--- config.mk ---
export PLATFORM = sky130hd
export DESIGN_NAME = counter_sequencer
export DESIGN_NICKNAME = d
export VERILOG_FILES = /design/src/rtl/counter_pkg.sv /design/src/rtl/rr_arbiter.sv /design/src/rtl/counter_sequencer.sv
export SDC_FILE = /design/constraint.sdc
export NUM_CORES = 1
export LEC_CHECK = 0
export ABC_AREA = 1
export ABC_CLOCK_PERIOD_IN_PS = 2250
export BUFFER_PORTS_ARGS = -buffer_cell sky130_fd_sc_hd__buf_2
export CELL_PAD_IN_SITES_DETAIL_PLACEMENT = 0
export CELL_PAD_IN_SITES_GLOBAL_PLACEMENT = 1
export CORE_MARGIN = 2
export CORE_UTILIZATION = 35
export DETAILED_ROUTE_END_ITERATION = 10
export PLACE_DENSITY = 0.83
export SLEW_MARGIN = 5
export SYNTH_ARGS = -nofsm -noshare
export SYNTH_HDL_FRONTEND = slang
export SYNTH_SLANG_ARGS = --single-unit
--- constraint.sdc ---
create_clock -name clk -period 2.25 [get_ports clk]
set_clock_uncertainty 0.2 [all_clocks]
set_input_delay 0.45 -clock clk [delete_from_list [all_inputs] [get_ports clk]]
set_output_delay 0.45 -clock clk [all_outputs]
set_load 0.02 [all_outputs]
--- src/rtl/counter_pkg.sv ---
// Shared definitions for the counter sequencer: FSM state encoding and response codes.
package counter_pkg;

    // One-hot sequencer states
    typedef enum logic [4:0] {
        ST_IDLE  = 5'b00001,
        ST_DRIVE = 5'b00010,
        ST_DRAIN = 5'b00100,
        ST_RESP  = 5'b01000,
        ST_FAULT = 5'b10000
    } state_t;

    // Response error codes returned on rsp_err
    typedef enum logic [1:0] {
        ERR_OK       = 2'b00,
        ERR_RANGE    = 2'b01,
        ERR_MISMATCH = 2'b10,
        ERR_FAULT    = 2'b11
    } rsp_err_t;

    localparam int RSP_ERR_WIDTH = 2;

endpackage

--- src/rtl/rr_arbiter.sv ---
// Round-robin arbiter: grants the first requesting index after the last granted one.
module rr_arbiter #(
    parameter int NUM_REQ = 2
) (
    input  logic                       clk,
    input  logic                       rst,
    input  logic [NUM_REQ-1:0]         req,
    input  logic                       advance,
    output logic [NUM_REQ-1:0]         grant,
    output logic [$clog2(NUM_REQ)-1:0] grant_idx
);
    localparam int IDX_W = $clog2(NUM_REQ);

    logic [IDX_W-1:0] ptr;

    // Search forward from the slot after the last grant, wrapping around, first hit wins
    always_comb begin
        int   target;
        logic found;
        grant     = '0;
        grant_idx = '0;
        found     = 1'b0;
        target    = 0;
        for (int off = 1; off <= NUM_REQ; off++) begin
            target = int'(ptr) + off;
            if (target >= NUM_REQ) begin
                target = target - NUM_REQ;
            end
            for (int i = 0; i < NUM_REQ; i++) begin
                if (!found && req[i] && (i == target)) begin
                    found     = 1'b1;
                    grant[i]  = 1'b1;
                    grant_idx = IDX_W'(i);
                end
            end
        end
    end

    // Pointer remembers the last granted requester and moves only when a transfer happens
    always_ff @(posedge clk or negedge rst) begin
        if (!rst) begin
            ptr <= IDX_W'(NUM_REQ - 1);
        end else if (advance) begin
            ptr <= grant_idx;
        end
    end

endmodule

--- src/rtl/counter_sequencer.sv ---
// Shares one up/down counter between several requesters: arbitrates, range-checks,
// steps the counter N times, verifies the result and returns a response.
module counter_sequencer
    import counter_pkg::*;
#(
    parameter int COUNTER_WIDTH = 4,
    parameter int STEP_WIDTH    = 4,
    parameter int NUM_REQ       = 2
) (
    input  logic                          clk,
    input  logic                          rst,
    input  logic [NUM_REQ-1:0]            req_valid,
    output logic [NUM_REQ-1:0]            req_ready,
    input  logic [NUM_REQ-1:0]            req_dir,
    input  logic [NUM_REQ*STEP_WIDTH-1:0] req_steps,
    output logic                          cnt_act,
    output logic                          cnt_updown,
    input  logic [COUNTER_WIDTH-1:0]      cnt_count,
    input  logic                          cnt_overflow,
    output logic                          rsp_valid,
    output logic [$clog2(NUM_REQ)-1:0]    rsp_id,
    output logic [RSP_ERR_WIDTH-1:0]      rsp_err,
    output logic [COUNTER_WIDTH-1:0]      rsp_count,
    output logic                          fault
);
    localparam int IDX_W = $clog2(NUM_REQ);
    localparam int SUM_W = ((COUNTER_WIDTH > STEP_WIDTH) ? COUNTER_WIDTH : STEP_WIDTH) + 1;
    localparam logic [SUM_W-1:0] MAX_COUNT = {{(SUM_W-COUNTER_WIDTH){1'b0}}, {COUNTER_WIDTH{1'b1}}};

    state_t                   state;
    state_t                   next_state;
    logic [NUM_REQ-1:0]       grant;
    logic [IDX_W-1:0]         grant_idx;
    logic                     transfer;
    logic                     sel_dir;
    logic [STEP_WIDTH-1:0]    sel_steps;
    logic [SUM_W-1:0]         up_sum;
    logic                     range_bad;
    logic                     zero_steps;
    logic [IDX_W-1:0]         cap_id;
    logic                     cap_dir;
    logic [COUNTER_WIDTH-1:0] cap_exp;
    rsp_err_t                 cap_err;
    logic [STEP_WIDTH-1:0]    remaining;

    rr_arbiter #(
        .NUM_REQ (NUM_REQ)
    ) u_arbiter (
        .clk       (clk),
        .rst       (rst),
        .req       (req_valid),
        .advance   (transfer),
        .grant     (grant),
        .grant_idx (grant_idx)
    );

    // Offer the grant only while idle and healthy; reset and a pending overflow both suppress it
    always_comb begin
        req_ready = '0;
        if (rst && (state == ST_IDLE) && !cnt_overflow) begin
            req_ready = grant;
        end
        transfer = |(req_valid & req_ready);
    end

    // Select the granted requester's command fields
    always_comb begin
        sel_dir   = 1'b0;
        sel_steps = '0;
        for (int i = 0; i < NUM_REQ; i++) begin
            if (grant[i]) begin
                sel_dir   = req_dir[i];
                sel_steps = req_steps[i*STEP_WIDTH +: STEP_WIDTH];
            end
        end
    end

    // Range pre-check: reject anything that would take the counter past MAX or below zero
    always_comb begin
        range_bad  = 1'b0;
        up_sum     = SUM_W'(cnt_count) + SUM_W'(sel_steps);
        zero_steps = (sel_steps == '0);
        if (sel_dir) begin
            range_bad = (up_sum > MAX_COUNT);
        end else begin
            range_bad = (SUM_W'(sel_steps) > SUM_W'(cnt_count));
        end
    end

    // State register
    always_ff @(posedge clk or negedge rst) begin
        if (!rst) begin
            state <= ST_IDLE;
        end else begin
            state <= next_state;
        end
    end

    // Next-state logic; an overflow from the counter always ends in FAULT, via RESP if a command is in flight
    always_comb begin
        next_state = state;
        case (state)
            ST_IDLE: begin
                if (cnt_overflow) begin
                    next_state = ST_FAULT;
                end else if (transfer) begin
                    if (zero_steps || range_bad) begin
                        next_state = ST_RESP;
                    end else begin
                        next_state = ST_DRIVE;
                    end
                end
            end
            ST_DRIVE: begin
                if (cnt_overflow) begin
                    next_state = ST_RESP;
                end else if (remaining == STEP_WIDTH'(1)) begin
                    next_state = ST_DRAIN;
                end
            end
            ST_DRAIN: begin
                next_state = ST_RESP;
            end
            ST_RESP: begin
                if (cnt_overflow || (cap_err == ERR_FAULT)) begin
                    next_state = ST_FAULT;
                end else begin
                    next_state = ST_IDLE;
                end
            end
            ST_FAULT: begin
                next_state = ST_FAULT;
            end
            default: begin
                next_state = ST_IDLE;
            end
        endcase
    end

    // Capture the accepted command, count down the steps and note an overflow abort
    always_ff @(posedge clk or negedge rst) begin
        if (!rst) begin
            cap_id    <= '0;
            cap_dir   <= 1'b0;
            cap_exp   <= '0;
            cap_err   <= ERR_OK;
            remaining <= '0;
        end else begin
            case (state)
                ST_IDLE: begin
                    if (transfer) begin
                        cap_id    <= grant_idx;
                        cap_dir   <= sel_dir;
                        remaining <= sel_steps;
                        if (range_bad) begin
                            cap_err <= ERR_RANGE;
                            cap_exp <= cnt_count;
                        end else begin
                            cap_err <= ERR_OK;
                            cap_exp <= sel_dir ? (cnt_count + COUNTER_WIDTH'(sel_steps))
                                               : (cnt_count - COUNTER_WIDTH'(sel_steps));
                        end
                    end
                end
                ST_DRIVE: begin
                    remaining <= remaining - STEP_WIDTH'(1);
                    if (cnt_overflow) begin
                        cap_err <= ERR_FAULT;
                    end
                end
                ST_DRAIN: begin
                    if (cnt_overflow) begin
                        cap_err <= ERR_FAULT;
                    end
                end
                default: begin
                end
            endcase
        end
    end

    // Outputs decoded from the state; the response verifies the counter against the expected result
    always_comb begin
        cnt_act    = 1'b0;
        cnt_updown = 1'b0;
        rsp_valid  = 1'b0;
        rsp_id     = '0;
        rsp_err    = ERR_OK;
        rsp_count  = '0;
        fault      = 1'b0;
        case (state)
            ST_DRIVE: begin
                cnt_act    = 1'b1;
                cnt_updown = cap_dir;
            end
            ST_RESP: begin
                rsp_valid = 1'b1;
                rsp_id    = cap_id;
                rsp_count = cnt_count;
                if (cap_err == ERR_FAULT) begin
                    rsp_err = ERR_FAULT;
                end else if (cnt_count != cap_exp) begin
                    rsp_err = ERR_MISMATCH;
                end else begin
                    rsp_err = cap_err;
                end
            end
            ST_FAULT: begin
                fault = 1'b1;
            end
            default: begin
            end
        endcase
    end

endmodule

==> results.sh <==
export IMPL_status="finished with violations"
export IMPL_violations="setup timing"
export IMPL_netlist_area_leader_share_pct=25.14
export IMPL_hpwl_mm=3.255
export IMPL_grt_usage_pct=17.06
export IMPL_grt_max_degree=19
export IMPL_grt_pass1_wl_mm=7.017
export IMPL_cts_hold_buf=0
export IMPL_drive_gt1_share_pct=43.15
export IMPL_final_hold_violation_count=0
export IMPL_layout_setup_ws_ps=-45.92
export IMPL_port_buffers=31
export IMPL_drt_wirelength_per_cell_um=12.63
export IMPL_cpMostUsedCell="nand2_4"
export IMPL_peakVddDrop_mv=0.4140
export IMPL_vias_per_cell=4.887
export IMPL_synth_edff_count=0
export IMPL_start_util_pct=36.33
export IMPL_n_antenna_cell=0
export IMPL_p_leak_nw=1.221
export IMPL_synthTopCellsByCount="63 x nand2_1, 37 x inv_1, 30 x nand3_1"
export IMPL_fillers=415
export IMPL_syn_to_final_growth_pct=46.19
export IMPL_synth_net_count=265
export IMPL_relSlewSlack_pct=82.01
export IMPL_synth_cell_type_count=26
export IMPL_maxSlewViolCount=0
export IMPL_setup_tns_ps=-134.4
export IMPL_criticalPathCategory="reg2reg"
export IMPL_cts_root_buffer="clkbuf_8"
export IMPL_worst_pin_slew_ps=268.9
export IMPL_synth_most_common_cell="nand2_1"
export IMPL_cts_sinks=18
export IMPL_end_kind="flip-flop"
export IMPL_design_portCount=32
export IMPL_num_vias=1681
export IMPL_cts_tree="yes"
export IMPL_yosysWarnings=0
export IMPL_overflow=0
export IMPL_nNetsFinal=325
export IMPL_core_area_sq_um=4384
export IMPL_dieHeight_um=71.46
export IMPL_syn_inst=233
export IMPL_async_flop_share_pct=100.0
export IMPL_path_max_fanout=7
export IMPL_insertion_delay_ps=250
export IMPL_die_width_um=71.46
export IMPL_yosysSeqAreaShare_pct=28.44
export IMPL_syn_area_sq_um=1593
export IMPL_powerDensity_nw_per_um2=879.8
export IMPL_cp_cell_sequence="inv_2 -> nand2_4 -> nand3_4 -> nand2_4 -> ha_4 -> inv_2 -> fa_2 -> nor2_2 -> nor2_2 -> nand2_4 -> nand2_8 -> nand2_1 -> nand2_1 -> a21oi_1"
export IMPL_antenna_left=0
export IMPL_multi_input_area_sq_um=1242
export IMPL_setup_viol=5
export IMPL_fin_crit_sh_pct=102.0
export IMPL_critPathRequiredTime_ps=2230
export IMPL_first_global_vias=1582
export IMPL_maxCapViolations=0
export IMPL_crit_path_max_incr_delay_ps=560
export IMPL_drt_iter0_markers=66
export IMPL_ys_flop_type="dfrtp_1"
export IMPL_dp_slack_ps=-171.0
export IMPL_rsz0062_at_grt="yes"
export IMPL_synth_seq_cells=18
export IMPL_hp_class="in2async"
export IMPL_reg2reg_depth=14
export IMPL_antenna_found_initial=0
export IMPL_cp_slowest_cell="dfstp_2"
export IMPL_startpoint_type="flip-flop"
export IMPL_fmaxAchievable_mhz=435.6
export IMPL_yosysTopAreaCell="dfrtp_1"
export IMPL_htree_levels=1
export IMPL_seq_area_sq_um=452.9
export IMPL_die_area_sq_um=5107
export IMPL_synth_avg_cell_area_sq_um=6.836
export IMPL_cts_buffers=3
export IMPL_routed_wl_mm=4.344
export IMPL_path_clk_slew_ps=70
export IMPL_finalWeightedCongestion=0.8304
export IMPL_arrival_ps=2280
export IMPL_ys_top_cells_by_area="dfrtp_1 25%, nand2_1 15%, nand3_1 9.4%"
export IMPL_drc=0
export IMPL_hold_ws_ps=40.94
export IMPL_post_route_min_period_ps=2296
export IMPL_rows=24
export IMPL_drt_first_pass_iters=4
export IMPL_clockBufferDepth=2
## placed cells by master (no fill, tap or decap), drive strengths merged, types with 4 or more instances in the layout
cell    instances
nand2          69
buf            56
inv            40
nand3          33
nor2           22
dfrtp          16
a21oi          11
ha             11
o21ai          10
nand4           6
xnor2           5
clkbuf          4
## cell families (layout without fill, tap and decap cells)
kind of cell / after synthesis / count (layout) / synth area share, %
compound gates: 22 / 22 / 7.148
xor+xnor: 6 / 6 / 3.299
fa+ha+maj: 13 / 13 / 11.15
buf+inv: 41 / 100 / 10.13
flops: 18 / 18 / 28.44
simple gates: 133 / 133 / 39.83
## through the flow
stage,utilization (%),std cells,total power [mW],area (sq um)
floorplan,-,233,1.243,1598
global placement,44.46,334,1.528,1949
detailed placement,44.46,334,1.535,1949
CTS,48.66,341,1.898,2133
global route,53.11,344,2.244,2328
finish,53.11,344,2.049,2328
## worst max-delay path: cells and delay by family, from the launching register on
family | cells | cell delay (ps)
AND/OR/NAND/NOR | 9 | 720
buffers and inverters | 2 | 90
flip-flops | 1 | 560
AO/OA/AOI/OAI | 1 | 120
adder cells (fa/ha/maj) | 2 | 520
## final timing paths
path	start	to	slack (ps)
worst max-delay path	u_arbiter.ptr	state[3]	-50
worst min-delay path	rst	cap_id	40
worst max register to register	u_arbiter.ptr	state[3]	-50
worst min register to register	cap_exp[3]	cap_exp[3]	290
max in group asynchronous	rst	u_arbiter.ptr	1550
min in group clk	cnt_overflow	cap_err[1]	290
## area by class of cell
type,count,area share (%)
multi-input combinational,174,53.36
sequential,18,19.45
timing repair buffer,56,15.48
inverter,40,6.556
tap,52,2.794
clock buffer,4,2.364
## per-layer routing
metal / up-vias / part of all wire [%] / global-route usage (%)
li1: 863 / - / -
met1: 780 / 44 / 21.77
met2: 32 / 51 / 29.42
met3: 6 / 3.7 / 3.516
met4: 0 / 1.2 / 4.403
met5: - / 0 / 0
## registers in the layout (all words and copies together), names as in the netlist
register / cells
state: 5
cap_id: 1
remaining: 4
cap_dir: 1
u_arbiter.ptr: 1
cap_exp: 4
cap_err: 2
## what timing repair did
action,CTS,global route
buffers inserted,3,3
resized for setup,23,44
setup endpoints to repair,7,10
pin swaps,9,25
## power breakdown
part | switching [mW] | total, mW | internal [mW]
Sequential | 0.105 | 0.575 | 0.470
Combinational | 0.695 | 1.21 | 0.513
Clock | 0.110 | 0.266 | 0.156
Total | 0.910 | 2.05 | 1.14
Power figures use the tool's default switching activity.
